**src/rtl/uart_arb_pkg.sv**
```systemverilog
// Shared definitions for the UART TX arbiter slice.
//   state_e   : arbiter FSM encoding (S_IDLE / S_XFER)
//   STALL_W   : width of the per-grant stall watchdog counter
//   gw_of()   : index width for N requesters, never below 1 bit
package uart_arb_pkg;

  typedef enum logic {
    S_IDLE = 1'b0,
    S_XFER = 1'b1
  } state_e;

  localparam int STALL_W = 24;

  function automatic int gw_of(input int n);
    return (n <= 2) ? 1 : $clog2(n);
  endfunction

endpackage

```
**src/rtl/rr_pick.sv**
```systemverilog
// Combinational round-robin picker.
//   req   : request vector, one bit per requester
//   ptr   : highest-priority index (must be < N)
//   found : at least one request is set
//   idx   : first set request at or after ptr, wrapping modulo N
module rr_pick #(
  parameter int N  = 4,
  parameter int GW = 2
) (
  input  logic [N-1:0]  req,
  input  logic [GW-1:0] ptr,
  output logic          found,
  output logic [GW-1:0] idx
);

  logic [2*N-1:0] dbl;
  logic [N-1:0]   rot;
  logic [GW-1:0]  off;
  logic [GW:0]    sum;

  // Rotate so ptr lands on bit 0, then priority-encode the lowest set bit.
  always_comb begin
    dbl   = {req, req} >> ptr;
    rot   = dbl[N-1:0];
    found = 1'b0;
    off   = '0;
    for (int i = N - 1; i >= 0; i--) begin
      if (rot[i]) begin
        found = 1'b1;
        off   = GW'(i);
      end
    end
    // Undo the rotation; explicit wrap keeps non-power-of-2 N correct.
    sum = {1'b0, ptr} + {1'b0, off};
    if (sum >= (GW + 1)'(N)) sum = sum - (GW + 1)'(N);
    idx = sum[GW-1:0];
  end

endmodule

```
**src/rtl/uart_tx_arbiter.sv**
```systemverilog
// Packet-granular round-robin arbiter sharing one UART TX byte path.
//   clk, rst       : clock, synchronous active-high reset
//   req_valid/data/last, req_ready : per-requester byte streams
//   tx_dout, tx_we, tx_full        : write port toward the TX FIFO
//   grant_id       : current packet owner
//   busy           : a packet is granted
//   timeout_pulse  : one-cycle pulse when a stalled packet is aborted
module uart_tx_arbiter
  import uart_arb_pkg::*;
#(
  parameter int          N_REQ          = 4,
  parameter int          WORD_WIDTH     = 8,
  parameter logic [31:0] TIMEOUT_CYCLES = 32'd1_000_000,
  localparam int         GW             = gw_of(N_REQ)
) (
  input  logic                        clk,
  input  logic                        rst,
  input  logic [N_REQ-1:0]            req_valid,
  input  logic [N_REQ*WORD_WIDTH-1:0] req_data,
  input  logic [N_REQ-1:0]            req_last,
  output logic [N_REQ-1:0]            req_ready,
  output logic [WORD_WIDTH-1:0]       tx_dout,
  output logic                        tx_we,
  input  logic                        tx_full,
  output logic [GW-1:0]               grant_id,
  output logic                        busy,
  output logic                        timeout_pulse
);

  localparam bit                 WD_EN = (TIMEOUT_CYCLES != 32'd0);
  localparam logic [STALL_W-1:0] TO_M1 = STALL_W'(TIMEOUT_CYCLES - 32'd1);

  state_e               state_q, state_d;
  logic [GW-1:0]        grant_q, grant_d;
  logic [GW-1:0]        rr_ptr_q, rr_ptr_d;
  logic [STALL_W-1:0]   stall_q, stall_d;
  logic                 timeout_q, timeout_d;

  logic [N_REQ-1:0][WORD_WIDTH-1:0] data_arr;
  logic                 g_valid, g_last;
  logic                 pick_found;
  logic [GW-1:0]        pick_idx;
  logic [GW-1:0]        next_ptr;

  assign data_arr = req_data;
  assign g_valid  = req_valid[grant_q];
  assign g_last   = req_last[grant_q];
  assign next_ptr = (grant_q == GW'(N_REQ - 1)) ? '0 : GW'(grant_q + 1'b1);

  rr_pick #(.N(N_REQ), .GW(GW)) u_pick (
    .req   (req_valid),
    .ptr   (rr_ptr_q),
    .found (pick_found),
    .idx   (pick_idx)
  );

  // State register
  always_ff @(posedge clk) begin
    if (rst) begin
      state_q   <= S_IDLE;
      grant_q   <= '0;
      rr_ptr_q  <= '0;
      stall_q   <= '0;
      timeout_q <= 1'b0;
    end else begin
      state_q   <= state_d;
      grant_q   <= grant_d;
      rr_ptr_q  <= rr_ptr_d;
      stall_q   <= stall_d;
      timeout_q <= timeout_d;
    end
  end

  // Next-state logic
  always_comb begin
    state_d   = state_q;
    grant_d   = grant_q;
    rr_ptr_d  = rr_ptr_q;
    stall_d   = stall_q;
    timeout_d = 1'b0;
    case (state_q)
      S_IDLE: begin
        if (pick_found) begin
          state_d = S_XFER;
          grant_d = pick_idx;
          stall_d = '0;
        end
      end
      S_XFER: begin
        if (g_valid) begin
          // Back-pressure with valid data is not a stall: hold the count.
          if (!tx_full) begin
            stall_d = '0;
            if (g_last) begin
              state_d  = S_IDLE;
              rr_ptr_d = next_ptr;
            end
          end
        end else if (WD_EN && stall_q == TO_M1) begin
          // Abort; leftover bytes of this packet will arbitrate as a new one.
          timeout_d = 1'b1;
          state_d   = S_IDLE;
          rr_ptr_d  = next_ptr;
          stall_d   = '0;
        end else begin
          stall_d = stall_q + 1'b1;
        end
      end
      default: state_d = S_IDLE;
    endcase
  end

  // Output logic
  always_comb begin
    req_ready = '0;
    tx_we     = 1'b0;
    tx_dout   = data_arr[grant_q];
    busy      = (state_q == S_XFER);
    if (state_q == S_XFER) begin
      req_ready[grant_q] = ~tx_full;
      tx_we              = g_valid & ~tx_full;
    end
  end

  assign grant_id      = grant_q;
  assign timeout_pulse = timeout_q;

endmodule
```
**config.mk**
```make
export PLATFORM = sky130hd
export DESIGN_NAME = uart_tx_arbiter
export DESIGN_NICKNAME = d
export VERILOG_FILES = /design/src/rtl/uart_arb_pkg.sv /design/src/rtl/rr_pick.sv /design/src/rtl/uart_tx_arbiter.sv
export SDC_FILE = /design/constraint.sdc
export NUM_CORES = 1
export LEC_CHECK = 0
export CAP_MARGIN = 20
export CELL_PAD_IN_SITES_DETAIL_PLACEMENT = 0
export CELL_PAD_IN_SITES_GLOBAL_PLACEMENT = 2
export CORE_MARGIN = 5
export CORE_UTILIZATION = 29
export CTS_CLUSTER_SIZE = 30
export DETAILED_ROUTE_END_ITERATION = 6
export PLACE_DENSITY_LB_ADDON = 0.1
export SETUP_SLACK_MARGIN = 0.3
export SYNTH_ARGS = -nofsm -noshare
export SYNTH_HDL_FRONTEND = slang
export SYNTH_SLANG_ARGS = --single-unit
```
**constraint.sdc**
```tcl
create_clock -name clk -period 5.8 [get_ports clk]
set_clock_uncertainty 0.1 [all_clocks]
set_input_delay 1.74 -clock clk [delete_from_list [all_inputs] [get_ports clk]]
set_output_delay 1.74 -clock clk [all_outputs]
set_load 0.02 [all_outputs]
```
* After elaboration in Yosys (flattened, before gate mapping)
Cells that the tools add are included.
** Storage, ports and cells
- Register bits :: 30
- Bits of input ports :: 43
- Output and inout bits :: 17
** Cells by class
- $add $sub $neg :: 4
- Order comparisons :: 3
- Eq/ne operators :: 6
- Shifts and indexed selects :: 1
- Multiplexer cells :: 36
- Bitwise logic cells :: 4
- Reductions and logical operators :: 6
** Operator list (number)
- 24-bit two-way mux :: 4
- 24-bit one-hot mux with 2 select lines :: 1
- 24-bit by 1-bit adder with 24-bit output, second input constant :: 1
- 24-bit by 20-bit equality test with 1-bit output, second input constant :: 1
- 2-bit two-way mux :: 10
- 8-bit binary-select mux with 2-bit select :: 1
- 1-bit two-way mux :: 14
- 8-bit two-way mux :: 1
- 8-bit by 2-bit right shift with 4-bit output :: 1
- 4-bit bitwise AND :: 1
- 1-bit binary-select mux with 2-bit select :: 2
- 4-bit two-way mux :: 1
- 2-bit != test, second input constant :: 2
- 2-bit AND reduction :: 2
- 4-bit AND reduction :: 1
- 2-bit by 2-bit adder with 3-bit output :: 1
- 3-bit greater-or-equal comparator, second input constant :: 1
- 2-bit by 3-bit < comparator with 1-bit output, second input constant :: 1
- 3-bit != test, second input constant :: 1
- 3-bit OR reduction :: 1
- 2-bit by 1-bit adder with 2-bit output, second input constant :: 1
- 1-bit demux with 2-bit select :: 1
- 2-bit equality test, second input constant :: 1
- 2-bit by 1-bit greater-or-equal comparator with 1-bit output, second input constant :: 1
- other kinds (7) :: 8

* Depth between registers and ports, before layout
Gate-level depths: netlist of the first run.
- Depth after elaboration :: 8
- Mapped depth :: 9

* Hierarchy
A second synthesis of the first run with hierarchy kept.
** Unflattened totals
- Cells, all modules :: 232
- Area total of the unflattened synthesis :: 2028.2 um^2
** By module, submodules not included
- uart_tx_arbiter :: instances 1, cells an instance 209, area each 1848.0 um^2
- rr_pick :: instances 1, cells an instance 23, area each 180.2 um^2

* Worst setup path after synthesis of the first run
No wires, ideal clock.
- Kind :: input port to output port
- Start :: input req_valid[3]
- End :: output tx_we
- Arrival :: 2491 ps
- Required time :: 3960 ps
- Slack :: 1469 ps
- Stages :: 2
- Path buffers :: 0
- Cells stage by stage :: mux4_2 and2_1
** On the way
- Word-level cells in the longest chain between the ends :: 4
** Ends and longest elaborated chain
- start, declared :: line uart_tx_arbiter.sv:18 : input logic [N_REQ-1:0] req_valid,
- 1-bit binary-select mux with 2-bit select :: line uart_tx_arbiter.sv:46 : assign g_valid = req_valid[grant_q];
- 1-bit two-way mux (not written as such) :: line uart_tx_arbiter.sv:46
- 1-bit bitwise AND :: line uart_tx_arbiter.sv:121 : tx_we = g_valid & ~tx_full;
- 1-bit two-way mux :: line uart_tx_arbiter.sv:119 : if (state_q == S_XFER) begin
- end, declared :: line uart_tx_arbiter.sv:23 : output logic tx_we,
No other way between the ends. The select of a mux whose other input is x is not followed.

* Worst setup path after layout of the first run
- Start :: input req_valid[0]
- End :: output tx_we
The elaborated chain is that of the path after synthesis.

==> results of run 1 <==
worst register-to-register path, delay by kind of cell, from the launching register on:
kind	cells	cell delay, ps
muxes	1	480
and+or+nand+nor	1	110
AOI/OAI and AO/OA	2	710
buffers and inverters	1	250
DFF	1	730
flip-flops by register name, summed over array words and instances, names as in the netlist:
signal and count:
stall_q 24, grant_id 2, timeout_pulse 1, busy 1
rr_ptr_q 2
metal layers:
metal	vias up	global-route usage
met4	0	0.04156
li1	899	-
met2	15	0.2386
met1	819	0.1794
met3	9	0.02810
met5	-	0
cells by family after synthesis:
kind of cell / count (synthesis)
xor+xnor: 20
fa+ha+maj: 6
buf+inv: 13
mux: 15
compound gates: 22
simple gates: 104
flops: 30
per-stage QoR:
| stage | util | cell area [µm²] | instances | total power [µW] | hold slack, ps |
|---|---|---|---|---|---|
| after floorplan | - | 1916 | 210 | 293.8 | 371.0 |
| after CTS | 0.4181 | 2670 | 347 | 536.4 | 410.1 |
| after global placement | 0.4038 | 2579 | 339 | 360.4 | 397.8 |
| after global routing | 0.4181 | 2670 | 347 | 559.6 | 453.5 |
| after detailed placement | 0.4038 | 2579 | 339 | 360.2 | 395.0 |
| final | 0.4181 | 2670 | 347 | 527.8 | 412.8 |
worst paths after layout:
kind | start | end | cells after the start
worst min-delay path | stall_q[16]$_SDFFE_PP0P_ | stall_q[16]$_SDFFE_PP0P_ | 1
worst min register to register | stall_q[16]$_SDFFE_PP0P_ | stall_q[16]$_SDFFE_PP0P_ | 1
worst max register to register | grant_id[1]$_SDFFE_PP0P_ | stall_q[23]$_SDFFE_PP0P_ | 5
worst max-delay path | req_valid[0] | tx_we | 4
placed cells by master, fill, tap and decap left out, types with 4 or more instances in the layout:
| master | n |
|---|---|
| and3_1 | 4 |
| ha_1 | 6 |
| mux2i_1 | 5 |
| nand3_1 | 7 |
| nor2_1 | 34 |
| inv_1 | 4 |
| and2_1 | 8 |
| nor2b_1 | 4 |
| nand2_1 | 11 |
| mux4_2 | 10 |
| xor2_1 | 17 |
| nor4_1 | 5 |
| clkdlybuf4s50_1 | 59 |
| dfxtp_1 | 30 |
| clkbuf_8 | 6 |
| nand4_1 | 16 |
| a31oi_1 | 6 |
power by group through the flow:
stage | clock network [µW] | registers (µW) | logic, µW
after floorplan | 0 | 222 | 72.1
after global placement | 0 | 222 | 138
after detailed placement | 0 | 223 | 138
after CTS | 180 | 218 | 138
after global routing | 193 | 219 | 147
final | 175 | 218 | 136
synthesized netlist by cell type, drive strengths merged, types with 3 or more instances:
master   n
nand3    7
xnor2    3
and3     4
mux2i    5
inv      4
a31oi    6
ha       6
nor3     3
xor2    17
nor4     5
nor2    34
mux4    10
nand4   16
a21oi    3
and4     3
and2     8
nand2   11
dfxtp   30
nor2b    4
buf      8
cell type report:
class / count / area (µm²) / area share
timing repair buffer: 61 / 605.6 / 0.2268
clock buffer: 7 / 86.33 / 0.03233
inverter: 4 / 15.01 / 0.005623
clock inverter: 1 / 5.005 / 0.001874
multi-input combinational: 167 / 1261 / 0.4724
sequential: 30 / 600.6 / 0.2249
tap: 77 / 96.34 / 0.03608
==> run summary, run 1 <==
Outcome - complete, no violations
Setup TNS - 0 ps
WP data required - 3960 ps
Die X-Extent - 91.28 µm
WL met2 - 2729 µm
RePlAce Congestion - 0.7637
Max-cap viol count - 0
Switching Share - 0.2751
Clk slew on worst S/H paths - 60 ps
Synth Register Bits - 30
Comb pwr share - 0.257
Final wirelength - 5476 µm
FMAX - 185.3 MHz
Syn Area/Cell - 9.122 µm²
Setup-violating endpoint count in the final report - 0
Worst path slowest cell - mux4_2
Vias per cell - 5.020
PostCTS Resize Cnt - 0
WL/cell - 15.78 µm
Final hold viol count - 0
Async S/R FF share, synth - 0
Port bufs - 59
Net switching power - 145.2 µW
I/O pin count - 60
Simple-Gate Fraction of Synth Area - 0.2861
Synth-to-layout area growth - 39.39%
R2R setup slack - 3280 ps
Critical Path Most Common Cell - clkdlybuf4s50_1
Initial Util - 0.3000
Final min period - 5397 ps
Setup crit start kind - input pin
Crit-path max cell delay - 570 ps
Initial antenna violation count - 0
Antenna Cells - 0
Number of CTS-inserted buffers - 5
Main synth FF type - dfxtp_1
Share of cells above drive strength 1 - 0.08519
Synth area leaders - dfxtp_1 31%, mux4_2 12%, xor2_1 7.8%
Power Internal - 382.6 µW
CTS tree - done
Power per Cell Area - 197.7 nW/µm²
Mux contribution to synthesized area - 0.1437
Peak VDD IR - 0.1085 mV
Top cell type's share of synthesized area - 0.3135
Compound-Gate Fraction of Synth Area - 0.09471
Worst relative slew slack - 0.3586
Std-Cell Rows - 29
Final ANT Viol Nets - 0
GR Util All Layers - 0.1404
Synth Area in XOR/XNOR - 0.09144
Crit-path cells - clkdlybuf4s50_1 > mux4_2 > and2_1 > clkdlybuf4s50_1
Yosys cell types - 42
DRC viols - 0
Final nets - 318
Core area - 6386 µm²
Register area share after synthesis - 0.3135
Main combinational cell family by area after synthesis - simple AND/OR/NAND/NOR gates
WL met3 - 114 µm
Hpwl dp - 4315 µm
Max Used Layer - met4
DRT iter0 DRCs - 62
Worst EP arrival - 3560 ps
Filler cells - 647
Post-synth EDFFs - 0
Max H-tree Level - 2
DIE AREA - 8331 µm²
Sink Count - 30
Longest Clk Path Bufs - 2
CP endpoint kind - output port
Vias in the first global route - 1,796
Via count - 1,742
Critical path buffers and inverters - 2
Worst skew pair latency - 280 ps
RSZ-0062 raised after global routing - no
Max-slew violations - 0
Synth Instances - 210
Warnings, synthesis - 0
Clock root cell - clkbuf_8
First-pass GRT wire length - 9404 µm
Crit path kind - input pin to output port
GR Overflow Total - 0
Hold Path Class - register to register
Worst path top cell family by delay - buffers and inverters
Reg power frac - 0.412
Largest net degree at the start of global routing - 22
Postcts setup bufs - 0
1st-pass router iterations - 4
Cts hold-fix bufs - 0
Dpl ws - 386.9 ps
Clock group share of total power - 0.331
Wl on met1 - 2530 µm
Slew @ Worst Pin - 953.3 ps
Cell taking the most area after synthesis - dfxtp_1
Cell Area, Synth - 1916 µm²
Fin worst setup slack - 403.2 ps
Period utilization - 0.9305
Adder-Cell Fraction of Synth Area - 0.03919
Leakage power - 0.0009585 µW
Die height - 91.28 µm
Synth Net Count - 259
Crit Path Max Fanout - 8
Power figures use the tool's default switching activity.
==> run 2, diff against run 1 <==
--- a/config.mk
+++ b/config.mk
@@ -14,6 +14,7 @@
 export DETAILED_ROUTE_END_ITERATION = 6
 export PLACE_DENSITY_LB_ADDON = 0.1
 export SETUP_SLACK_MARGIN = 0.3
+export SKIP_LAST_GASP = 1
 export SYNTH_ARGS = -nofsm -noshare
 export SYNTH_HDL_FRONTEND = slang
 export SYNTH_SLANG_ARGS = --single-unit
==> constraint.sdc (replaced) <==
create_clock -name clk -period 5.8 [get_ports clk]
set_clock_uncertainty 0.1 [all_clocks]
set_input_delay 1.16 -clock clk [delete_from_list [all_inputs] [get_ports clk]]
set_output_delay 1.16 -clock clk [all_outputs]
set_load 0.02 [all_outputs]
==> run 2 against run 1 <==
Against the previous run: via count rose by 0.98%; highest routed layer unchanged; fmax rose by 27%; sequential share of layout area rose by 0.17 points; critical path type unchanged; largest power group unchanged; clock-buffer cell count fell by 2; non-clock buffer count fell by 1.
==> run summary, run 2 (same netlist as run 1, synthesis figures left out) <==
Comb pwr share - 0.256 (was 0.257)
Via count - 1,759 (was 1,742)
DIE AREA - 8331 µm² (unchanged)
Period utilization - 0.7346 (was 0.9305)
Setup crit start kind - input pin (unchanged)
Net switching power - 138.0 µW (was 145.2 µW)
Vias in the first global route - 1,776 (was 1,796)
Clk slew on worst S/H paths - 70 ps (was 60 ps)
Die X-Extent - 91.28 µm (unchanged)
PostCTS Resize Cnt - 0 (unchanged)
Setup-violating endpoint count in the final report - 0 (unchanged)
Crit Path Max Fanout - 8 (unchanged)
Max H-tree Level - 2 (unchanged)
Worst skew pair latency - 280 ps (about the same)
WL/cell - 15.83 µm (was 15.78 µm)
Max-cap viol count - 0 (unchanged)
Vias per cell - 5.099 (was 5.020)
Number of CTS-inserted buffers - 5 (unchanged)
Reg power frac - 0.442 (was 0.412)
Setup TNS - 0 ps (unchanged)
Final wirelength - 5460 µm (was 5476 µm)
CP endpoint kind - output port (unchanged)
Multi-input logic area - 1261 µm² (unchanged)
Peak VDD IR - 0.1198 mV (was 0.1085 mV)
Final ANT Viol Nets - 0 (unchanged)
RSZ-0062 raised after global routing - no (unchanged)
GR Util All Layers - 0.1347 (was 0.1404)
Dpl ws - 1538 ps (was 386.9 ps)
I/O pin count - 60 (unchanged)
Die height - 91.28 µm (unchanged)
GR Overflow Total - 0 (unchanged)
Clock root cell - clkbuf_8 (unchanged)
Commonest cells after routing, fill and taps aside - 59 x clkdlybuf4s50_1, 34 x nor2_1, 30 x dfxtp_1, 17 x xor2_1, 16 x nand4_1 (unchanged)
Outcome - complete, no violations (unchanged)
Hold Path Class - register to register (unchanged)
1st-pass router iterations - 4 (unchanged)
WP data required - 4540 ps (was 3960 ps)
Leakage power - 0.0009488 µW (was 0.0009585 µW)
Initial antenna violation count - 0 (unchanged)
FMAX - 234.7 MHz (was 185.3 MHz)
Power per Cell Area - 190.3 nW/µm² (was 197.7 nW/µm²)
Crit path kind - input pin to output port (unchanged)
Final min period - 4261 ps (was 5397 ps)
Largest Register - stall_q (unchanged)
RePlAce Congestion - 0.7682 (was 0.7637)
Sink Count - 30 (unchanged)
Power Internal - 366.4 µW (was 382.6 µW)
Hpwl dp - 4301 µm (was 4315 µm)
First-pass GRT wire length - 9080 µm (was 9404 µm)
Filler cells - 655 (was 647)
DRT iter0 DRCs - 64 (was 62)
Commonest non-fill, non-tap cell in the layout - clkdlybuf4s50_1 (unchanged)
Switching Share - 0.2736 (was 0.2751)
Final hold viol count - 0 (unchanged)
Final nets - 317 (was 318)
Worst EP arrival - 3000 ps (was 3560 ps)
Port bufs - 59 (unchanged)
Max reg flops - 24 (unchanged)
CTS tree - done (unchanged)
Worst relative slew slack - 0.3678 (was 0.3586)
Fin worst setup slack - 1539 ps (was 403.2 ps)
Clock group share of total power - 0.302 (was 0.331)
Slew @ Worst Pin - 939.6 ps (was 953.3 ps)
Max-slew violations - 0 (unchanged)
Antenna Cells - 0 (unchanged)
Longest Clk Path Bufs - 2 (unchanged)
Cts hold-fix bufs - 0 (unchanged)
Postcts setup bufs - 0 (unchanged)
Std-Cell Rows - 29 (unchanged)
DRC viols - 0 (unchanged)
Largest net degree at the start of global routing - 22 (unchanged)
Share of cells above drive strength 1 - 0.08209 (was 0.08519)
Sequential cell area - 600.6 µm² (unchanged)
Initial Util - 0.3000 (unchanged)
Synth-to-layout area growth - 38.34% (was 39.39%)
Core area - 6386 µm² (unchanged)
## run 2: cell type report
| cell class | count | share of cell area |
|---|---|---|
| repair buffers | 60 | 0.2257 |
| well taps | 77 | 0.03636 |
| flip-flops and latches | 30 | 0.2266 |
| clock buffers | 5 | 0.02597 |
| inverters | 4 | 0.005666 |
| clock inverters | 2 | 0.003777 |
| multi-input cells | 167 | 0.4759 |
## run 2: per-stage QoR
| stage | cell area, µm² | hold WS [ps] | total power [µW] | utilization | instances |
|---|---|---|---|---|---|
| finish | 2650 | 416.6 | 504.4 | 0.4150 | 345 |
| global route | 2650 | 456.3 | 535.4 | 0.4150 | 345 |
| CTS | 2650 | 413.4 | 515.8 | 0.4150 | 345 |
| floorplan | 1916 | 371.0 | 293.8 | - | 210 |
| global placement | 2571 | 398.9 | 359.4 | 0.4026 | 338 |
| detailed placement | 2571 | 396.5 | 359.0 | 0.4026 | 338 |
## run 2: final timing paths
path,startpoint,endpoint,slack (ps),cells past startpoint
worst max register to register,grant_id[0]$_SDFFE_PP0P_,stall_q[18]$_SDFFE_PP0P_,2910,5
worst min register to register,stall_q[16]$_SDFFE_PP0P_,stall_q[16]$_SDFFE_PP0P_,420,1
worst max-delay path,req_valid[0],tx_we,1540,4
worst min-delay path,stall_q[16]$_SDFFE_PP0P_,stall_q[16]$_SDFFE_PP0P_,420,1
## run 2: power groups by stage
stage          registers (µW)  logic, µW  clock network (µW)
2_1_floorplan             222       72.1                   0
3_3_place_gp              228        131                   0
3_5_place_dp              228        131                   0
4_1_cts                   223        131                 161
5_1_grt                   224        139                 172
6_report                  223        129                 153
## run 2: routing by layer
layer | share of wire | vias up | track usage
li1 | - | 894 | -
met1 | 0.44 | 838 | 0.1680
met2 | 0.52 | 20 | 0.2398
met3 | 0.023 | 7 | 0.02479
met4 | 0.010 | 0 | 0.03056
met5 | 0 | - | 0
## run 2: worst max-delay path, stage by stage
cell and delay (ps):
clkdlybuf4s50_1 530, mux4_2 580, and2_1 190, clkdlybuf4s50_1 530
